### config.mk
export PLATFORM = sky130hd
export DESIGN_NAME = mux2_arbiter
export DESIGN_NICKNAME = d
export VERILOG_FILES = /design/src/rtl/mux2_arbiter.sv
export SDC_FILE = /design/constraint.sdc
export NUM_CORES = 1
export LEC_CHECK = 0
export CAP_MARGIN = 20
export CORE_MARGIN = 4
export CORE_UTILIZATION = 40
export CTS_CLUSTER_DIAMETER = 40
export DETAILED_ROUTE_END_ITERATION = 8
export GPL_TIMING_DRIVEN = 0
export HOLD_SLACK_MARGIN = 0.15
export PLACE_DENSITY = 0.79
export SYNTH_ARGS = -nofsm -noshare
export SYNTH_HDL_FRONTEND = slang
export SYNTH_SLANG_ARGS = --single-unit
### constraint.sdc
create_clock -name clk -period 1.62 [get_ports clk]
set_input_delay 0.324 -clock clk [delete_from_list [all_inputs] [get_ports clk]]
set_output_delay 0.324 -clock clk [all_outputs]
set_load 0.01 [all_outputs]
### src/rtl/mux2_arbiter.sv
// Round-robin owner of a shared 2:1 mux: picks d0 or d1, presents it on a
// valid/ready port, holds the grant until transfer or abort, counts transfers.
module mux2_arbiter #(
    parameter int WIDTH = 8,
    parameter int CNT_W = 8
) (
    input  logic             clk,
    input  logic             reset,
    input  logic             req0,
    input  logic             req1,
    input  logic [WIDTH-1:0] d0,
    input  logic [WIDTH-1:0] d1,
    input  logic             out_ready,
    output logic [WIDTH-1:0] z,
    output logic             out_valid,
    output logic             sel,
    output logic             gnt0,
    output logic             gnt1,
    output logic [CNT_W-1:0] cnt0,
    output logic [CNT_W-1:0] cnt1
);

    typedef enum logic [0:0] {
        IDLE = 1'b0,
        BUSY = 1'b1
    } state_t;

    state_t             state_r, state_s;
    logic               sel_r, sel_s;
    logic               last_r, last_s;
    logic [CNT_W-1:0]   cnt0_r, cnt0_s;
    logic [CNT_W-1:0]   cnt1_r, cnt1_s;
    logic               owner_req_s;
    logic               xfer_s;

    function automatic logic [CNT_W-1:0] sat_inc(input logic [CNT_W-1:0] v);
        logic [CNT_W-1:0] top;
        top = {CNT_W{1'b1}};
        return (v == top) ? v : v + CNT_W'(1);
    endfunction

    assign owner_req_s = sel_r ? req1 : req0;
    // A transfer needs the owner still requesting; an abort in the same cycle wins.
    assign xfer_s      = (state_r == BUSY) && owner_req_s && out_ready;

    assign z         = sel_r ? d1 : d0;
    assign out_valid = (state_r == BUSY);
    assign sel       = sel_r;
    assign gnt0      = xfer_s && !sel_r;
    assign gnt1      = xfer_s && sel_r;
    assign cnt0      = cnt0_r;
    assign cnt1      = cnt1_r;

    // Next-state, owner selection and counter update.
    always_comb begin
        state_s = state_r;
        sel_s   = sel_r;
        last_s  = last_r;
        cnt0_s  = cnt0_r;
        cnt1_s  = cnt1_r;
        case (state_r)
            IDLE: begin
                if (req0 && req1) begin
                    sel_s   = ~last_r;
                    state_s = BUSY;
                end else if (req0) begin
                    sel_s   = 1'b0;
                    state_s = BUSY;
                end else if (req1) begin
                    sel_s   = 1'b1;
                    state_s = BUSY;
                end else begin
                    state_s = IDLE;
                end
            end
            BUSY: begin
                if (!owner_req_s) begin
                    state_s = IDLE;
                end else if (out_ready) begin
                    last_s  = sel_r;
                    state_s = IDLE;
                    if (sel_r) begin
                        cnt1_s = sat_inc(cnt1_r);
                    end else begin
                        cnt0_s = sat_inc(cnt0_r);
                    end
                end else begin
                    state_s = BUSY;
                end
            end
            default: begin
                state_s = IDLE;
            end
        endcase
    end

    // State registers; last resets to 1 so requester 0 wins the first tie.
    always_ff @(posedge clk or posedge reset) begin
        if (reset) begin
            state_r <= IDLE;
            sel_r   <= 1'b0;
            last_r  <= 1'b1;
            cnt0_r  <= {CNT_W{1'b0}};
            cnt1_r  <= {CNT_W{1'b0}};
        end else begin
            state_r <= state_s;
            sel_r   <= sel_s;
            last_r  <= last_s;
            cnt0_r  <= cnt0_s;
            cnt1_r  <= cnt1_s;
        end
    end

endmodule

==> impl_metrics.env, run 1 <==
export IMPL_syn_instance_count=91
export IMPL_fp_dieW_um=58.96
export IMPL_io_buffers=48
export IMPL_avgSynthCellArea_sq_um=11.41
export IMPL_first_pass_iters=4
export IMPL_p_switching_mw=0.8341
export IMPL_cp_required_ns=1.30
export IMPL_cts_made_buffers=3
export IMPL_cts_root_buf="clkbuf_4"
export IMPL_antenna_found_initial=0
export IMPL_ys_flop_type="dfrtp_1"
export IMPL_cts_htree_levels=1
export IMPL_setup_violations=7
export IMPL_drc=0
export IMPL_die_area_sq_um=3476
export IMPL_clkSinkCount=19
export IMPL_drt_iter0_drc=18
export IMPL_std_cell_rows=18
export IMPL_fmax_mhz=572.7
export IMPL_synth_edf_count=0
export IMPL_p_per_area_nw_per_um2=1304
export IMPL_skew_ns=0.007100
export IMPL_hold_viol_final=0
export IMPL_place_congestion=0.7380
export IMPL_diodes=0
export IMPL_final_max_slew_viol_count=0
export IMPL_netlist_top_cells_area="dfrtp_1 43%, mux2_2 8.7%, xnor2_1 5.9%, mux2_1 5.4%, nand2_1 4.3%"
export IMPL_rsz0062_at_grt="true"
export IMPL_pwr_share_seq_pct=28.5
export IMPL_fin_ws_ns=-0.1262
export IMPL_netSwitchingFraction_pct=33.48
export IMPL_ir_drop_uv=1242
export IMPL_worstMarginPinSlew_ns=0.7116
export IMPL_floorplan_initialDensity_pct=41.92
export IMPL_dp_hpwl_mm=2.008
export IMPL_viasPerCell=5.254
export IMPL_antenna_left=0
export IMPL_vias=1077
export IMPL_ys_warn_count=0
export IMPL_startpoint_type="flop"
export IMPL_core_area_sq_um=2477
export IMPL_syn2layout_area_growth_pct=83.98
export IMPL_gr_total_overflow=0
export IMPL_synth_fp_nets=114
export IMPL_yosysUniqueCellTypes=29
export IMPL_status="complete, but fails checks"
export IMPL_p_clk_share_pct=10.1
export IMPL_p_comb_share_pct=61.4
export IMPL_max_slew_margin_pct=52.51
export IMPL_cp_data_arrival_time_ns=1.42
export IMPL_track_usage_pct=18.64
export IMPL_grt_max_degree=20
export IMPL_synth_top_area_share_pct=43.37
export IMPL_grt_pass1_vias=1053
export IMPL_cts_clk_slew_worst_paths_ns=0.11
export IMPL_hold_buffers=0
export IMPL_drive_gt1_share_pct=41.71
export IMPL_clock_path_buffers=2
export IMPL_clock_latency_ns=0.32
export IMPL_placed_area_sq_um=1556
export IMPL_finalCritPeriodShare_pct=107.8
export IMPL_routed_wirelength_mm=3.276
export IMPL_ys_seq_elements=19
export IMPL_fin_nets=199
export IMPL_wl_per_cell_um=15.98
export IMPL_grt_pass1_wl_mm=4.892
export IMPL_min_path_type="in2async"
export IMPL_maxCapViolCount=0
export IMPL_ys_top_cells_by_count="18 x dfrtp_1, 12 x nand2_1, 8 x mux2_2"
export IMPL_fin_area_sq_um=1911
export IMPL_synthArstFlopShare_pct=100.0
export IMPL_end_kind="output pin"
export IMPL_leakage_nw=0.9365
export IMPL_cp_max_fo=7
export IMPL_yosysMostFrequentCell="dfrtp_1"
export IMPL_cts_tree="built"
export IMPL_seq_area_frac_synth_pct=45.90
export IMPL_violations="setup timing"
export IMPL_timing_worst_setup_path_type="reg2out"
export IMPL_synth_cell_area_sq_um=1038
export IMPL_fin_util_pct=77.12
export IMPL_p_int_mw=1.657
export IMPL_yosysTopAreaCell="dfrtp_1"
export IMPL_fin_crit_ns=1.746
export IMPL_pin_count=49
export IMPL_die_height_um=58.96
path summary, 6_finish.rpt:
check | start | to | slack, ns | depth (start not counted)
max in group asynchronous | reset | cnt0[4] | 0.71 | 2
hold reg to reg | last_r | last_r | 0.51 | 2
min in group clk | out_ready | out_valid | 0.46 | 2
setup reg to reg | cnt0[0] | cnt0[4] | 0.04 | 6
hold / removal | reset | cnt1[0] | 0.41 | 2
setup / recovery | sel | z[7] | -0.13 | 4
kinds of logic (layout without fill, tap and decap cells):
group	count (synthesis)	after routing	share of synthesized area, %
buffers and inverters	5	89	2.650
DFF	19	19	45.90
and+or+nand+nor	36	36	19.52
AOI/OAI and AO/OA	5	5	5.422
adders and majority gates	2	2	2.409
xor gates and xnor gates	9	9	7.591
muxes	15	15	16.51
per-layer routing:
metal / track usage [%] / vias up / share of wire (%)
li1: - / 493 / -
met1: 20.39 / 522 / 37
met2: 33.12 / 57 / 51
met3: 6.140 / 5 / 10
met4: 7.120 / 0 / 1.5
met5: 0 / - / 0
layout make-up:
class | count | area [sq um]
Sequential cell | 19 | 483.0
Inverter | 3 | 16.27
Multi-Input combinational cell | 67 | 581.8
Tap cell | 30 | 37.54
Timing Repair Buffer | 81 | 753.2
Clock buffer | 3 | 22.52
Clock inverter | 1 | 5.005
Buffer | 1 | 11.26
Fill cell | 168 | 566.8
per-stage QoR:
stage	power, mW	setup slack (ns)	cells	setup TNS (ns)	hold slack, ns
3_3_place_gp	1.674	-0.4528	169	-3.621	0.4927
6_report	2.491	-0.1262	205	-0.6440	0.4136
2_1_floorplan	1.208	0.07778	91	0	0.2744
3_5_place_dp	1.700	-0.4891	169	-4.128	0.4981
4_1_cts	2.340	-0.1057	200	-0.5798	0.4333
5_1_grt	2.618	-0.1459	205	-0.8505	0.4848
state kept, by name, indices dropped and copies added, names as in the netlist:
signal / flops
cnt0: 8
cnt1: 8
last_r: 1
out_valid: 1
sel: 1
power by group through the flow:
stage                     logic [mW]  registers (mW)  clock network, mW
after detailed placement       0.905           0.796                  0
after CTS                       1.38           0.708              0.256
after floorplan                0.387           0.821                  0
after global placement         0.888           0.786                  0
final                           1.53           0.711              0.252
after global routing            1.62           0.734              0.267
placed cells by master (no fill, tap or decap), types with 2 or more instances in the layout:
| master | n |
|---|---|
| clkdlybuf4s50_1 | 31 |
| buf_4 | 29 |
| buf_6 | 14 |
| dfrtp_1 | 13 |
| nand2_1 | 12 |
| mux2_4 | 9 |
| xnor2_1 | 7 |
| nor2_1 | 6 |
| dfrtp_2 | 5 |
| nand4_1 | 4 |
| nand3_1 | 4 |
| mux2_1 | 4 |
| clkbuf_4 | 3 |
| dlygate4sd2_1 | 3 |
| dlymetal6s2s_1 | 3 |
| xor2_1 | 2 |
| nand4_2 | 2 |
| inv_1 | 2 |
| ha_1 | 2 |
critical path, cell delays in order (launching register included):
cell and delay [ns]:
dfrtp_1 0.41, buf_6 0.15, buf_6 0.12, mux2_4 0.31, buf_6 0.13
repair_timing:
action,4_1_cts,5_1_grt
gates resized for setup,67,16
endpoints found under the setup margin,27,17
pin swaps,0,1
setup buffers,28,5
(Power assumes the default switching activity.)
==> inputs of run 2 (changes only) <==
Settings changed: CELL_PAD_IN_SITES_DETAIL_PLACEMENT from default to 0, CELL_PAD_IN_SITES_GLOBAL_PLACEMENT from default to 1, CORE_UTILIZATION 40 to 30, PLACE_DENSITY 0.79 to default, PLACE_DENSITY_LB_ADDON from default to 0.1.
==> run 2 against run 1 <==
Net effect: the flow still finishes with violations (setup timing); final area is 2.0% higher; critical endpoint unchanged; global-route usage is 4.4 points lower; highest routed layer unchanged; combinational power is 6% lower; critical path depth stayed put; sequential power is 0.6% higher; clock power is 2% higher; core utilization is 19 points lower.
==> impl_metrics.env, run 2 (same netlist as run 1, synthesis figures left out) <==
export IMPL_seqCellArea_sq_um=485.5
export IMPL_clkSinkCount=19
export IMPL_maxCapViolCount=0
export IMPL_reg2reg_depth=5
export IMPL_r2r_end="cnt0[1]"
export IMPL_antenna_found_initial=0
export IMPL_pin_count=49
export IMPL_critical_path_max_stage_delay_ns=0.38
export IMPL_worstSetupStartpoint="sel"
export IMPL_core_area_sq_um=3337
export IMPL_crit_path_cell_trace="buf_6 -> buf_12 -> mux2_2 -> buf_6"
export IMPL_critPathBufInv=3
export IMPL_worstMarginPinSlew_ns=0.7008
export IMPL_floorplan_initialDensity_pct=31.12
export IMPL_multi_input_area_sq_um=555.5
export IMPL_grt_pass1_vias=999
export IMPL_rsz0062_at_grt="true"
export IMPL_grt_pass1_wl_mm=4.781
export IMPL_cp_max_fo=5
export IMPL_p_switching_mw=0.7891
export IMPL_hold_viol_final=0
export IMPL_diodes=0
export IMPL_clock_path_buffers=2
export IMPL_cts_htree_levels=1
export IMPL_stdcell_count=223
export IMPL_place_congestion=0.7027
export IMPL_dp_hpwl_mm=2.025
export IMPL_place_ws_ns=-0.5145
export IMPL_gr_total_overflow=0
export IMPL_cp_data_arrival_time_ns=1.38
export IMPL_timing_worst_setup_path_type="reg2out"
export IMPL_first_pass_iters=4
export IMPL_p_comb_share_pct=59.8
export IMPL_viasPerCell=4.448
export IMPL_cts_made_buffers=3
export IMPL_drive_gt1_share_pct=42.94
export IMPL_endpoint="z[7]"
export IMPL_layout_commonest_cell="buf_4"
export IMPL_syn2layout_area_growth_pct=87.71
export IMPL_power_mw=2.411
export IMPL_final_max_slew_viol_count=0
export IMPL_fin_crit_ns=1.707
export IMPL_die_area_sq_um=4467
export IMPL_regToRegSetupSlack_ns=0.09
export IMPL_drt_iter0_drc=21
export IMPL_pwr_share_seq_pct=29.6
export IMPL_setup_violations=8
export IMPL_cp_required_ns=1.30
export IMPL_crit_path_frequent_cell="buf_6"
export IMPL_nFillCells=316
export IMPL_ir_drop_uv=624.8
export IMPL_track_usage_pct=14.27
export IMPL_grt_max_degree=20
export IMPL_antenna_left=0
export IMPL_vias=992
export IMPL_fp_dieW_um=66.84
export IMPL_startpoint_type="flop"
export IMPL_die_height_um=66.84
export IMPL_fin_nets=201
export IMPL_fmax_mhz=585.8
export IMPL_min_path_type="in2async"
export IMPL_cts_tree="built"
export IMPL_finalCritPeriodShare_pct=105.4
export IMPL_wl_per_cell_um=13.47
export IMPL_violations="setup timing"
export IMPL_clock_latency_ns=0.31
export IMPL_hold_slack_ns=0.4161
export IMPL_io_buffers=48
export IMPL_fin_ws_ns=-0.08719
export IMPL_cts_clk_slew_worst_paths_ns=0.12
export IMPL_critPathTopFamily="flip-flops"
export IMPL_end_kind="output pin"
export IMPL_placedCellCount=185
export IMPL_netSwitchingFraction_pct=32.73
export IMPL_p_clk_share_pct=10.6
export IMPL_cts_root_buf="clkbuf_4"
export IMPL_p_int_mw=1.622
export IMPL_std_cell_rows=21
export IMPL_leakage_nw=0.9983
export IMPL_crit_path_top_delay_cell="dfrtp_1"
export IMPL_status="complete, but fails checks"
export IMPL_most_common_layout_cells="32 x buf_4, 27 x clkdlybuf4s50_1, 13 x buf_6"
export IMPL_max_slew_margin_pct=53.23
export IMPL_routed_wirelength_mm=3.004
export IMPL_drc=0
export IMPL_fin_util_pct=58.42
export IMPL_path_depth=4
export IMPL_skew_ns=0.007388
export IMPL_r2r_start="sel"
export IMPL_p_per_area_nw_per_um2=1237
[run 2: through the flow]
stage / setup TNS (ns) / cell area [sq um]
after global routing: -1.219 / 1949
after floorplan: 0 / 1039
after CTS: -0.7611 / 1834
after detailed placement: -4.278 / 1577
after global placement: -3.929 / 1577
final: -0.6440 / 1949
[run 2: repair_timing]
item / 4_1_cts / 5_1_grt
pin swaps: 1 / 1
setup buffers: 25 / 10
hold endpoints to repair: 0 / 0
gates resized for setup: 68 / 13
setup endpoints to repair: 26 / 23
hold buffers: 0 / 0
[run 2: cell type report]
cell class / count / share of cell area (%)
flip-flops and latches: 19 / 24.90
repair buffers: 83 / 40.69
plain buffers: 1 / 0.5777
well taps: 46 / 2.953
clock buffers: 3 / 1.155
clock inverters: 1 / 0.3851
multi-input cells: 67 / 28.50
inverters: 3 / 0.8344
[run 2: power by group through the flow]
stage | logic (mW) | clock network [mW] | registers, mW
floorplan | 0.387 | 0 | 0.821
global placement | 0.901 | 0 | 0.796
detailed placement | 0.902 | 0 | 0.802
CTS | 1.40 | 0.266 | 0.721
global route | 1.55 | 0.293 | 0.738
finish | 1.44 | 0.256 | 0.715
[run 2: worst min path at each step]
stage                     slack (ns)  cells after the start       from   endpoint
after floorplan                 0.27                      1      reset    cnt0[0]
after global placement          0.50                      1    cnt0[3]    cnt0[3]
after detailed placement        0.49                      2     last_r     last_r
after CTS                       0.42                      2  out_ready  out_valid
after global routing            0.45                      2  out_ready  out_valid
final                           0.42                      2      reset    cnt1[6]
[run 2: metal layers]
| metal | global-route usage (%) | vias to the layer above | part of all wire, % |
|---|---|---|---|
| li1 | - | 497 | - |
| met1 | 16.41 | 468 | 40 |
| met2 | 25.12 | 23 | 53 |
| met3 | 3.710 | 4 | 6.2 |
| met4 | 5.330 | 0 | 1.3 |
| met5 | 0 | - | 0 |
[run 2: worst reg2reg max path: stages (launching register included)]
cell,delay (ns)
dfrtp_1,0.41
buf_4,0.14
nand4b_4,0.19
buf_6,0.16
a21oi_4,0.19
mux2_1,0.34
==> inputs of run 3 (changes only) <==
Settings changed: SLEW_MARGIN from default to 20.
==> results of run 3 <==
No change in the layout: final DEF, timing and power equal those of run 2.
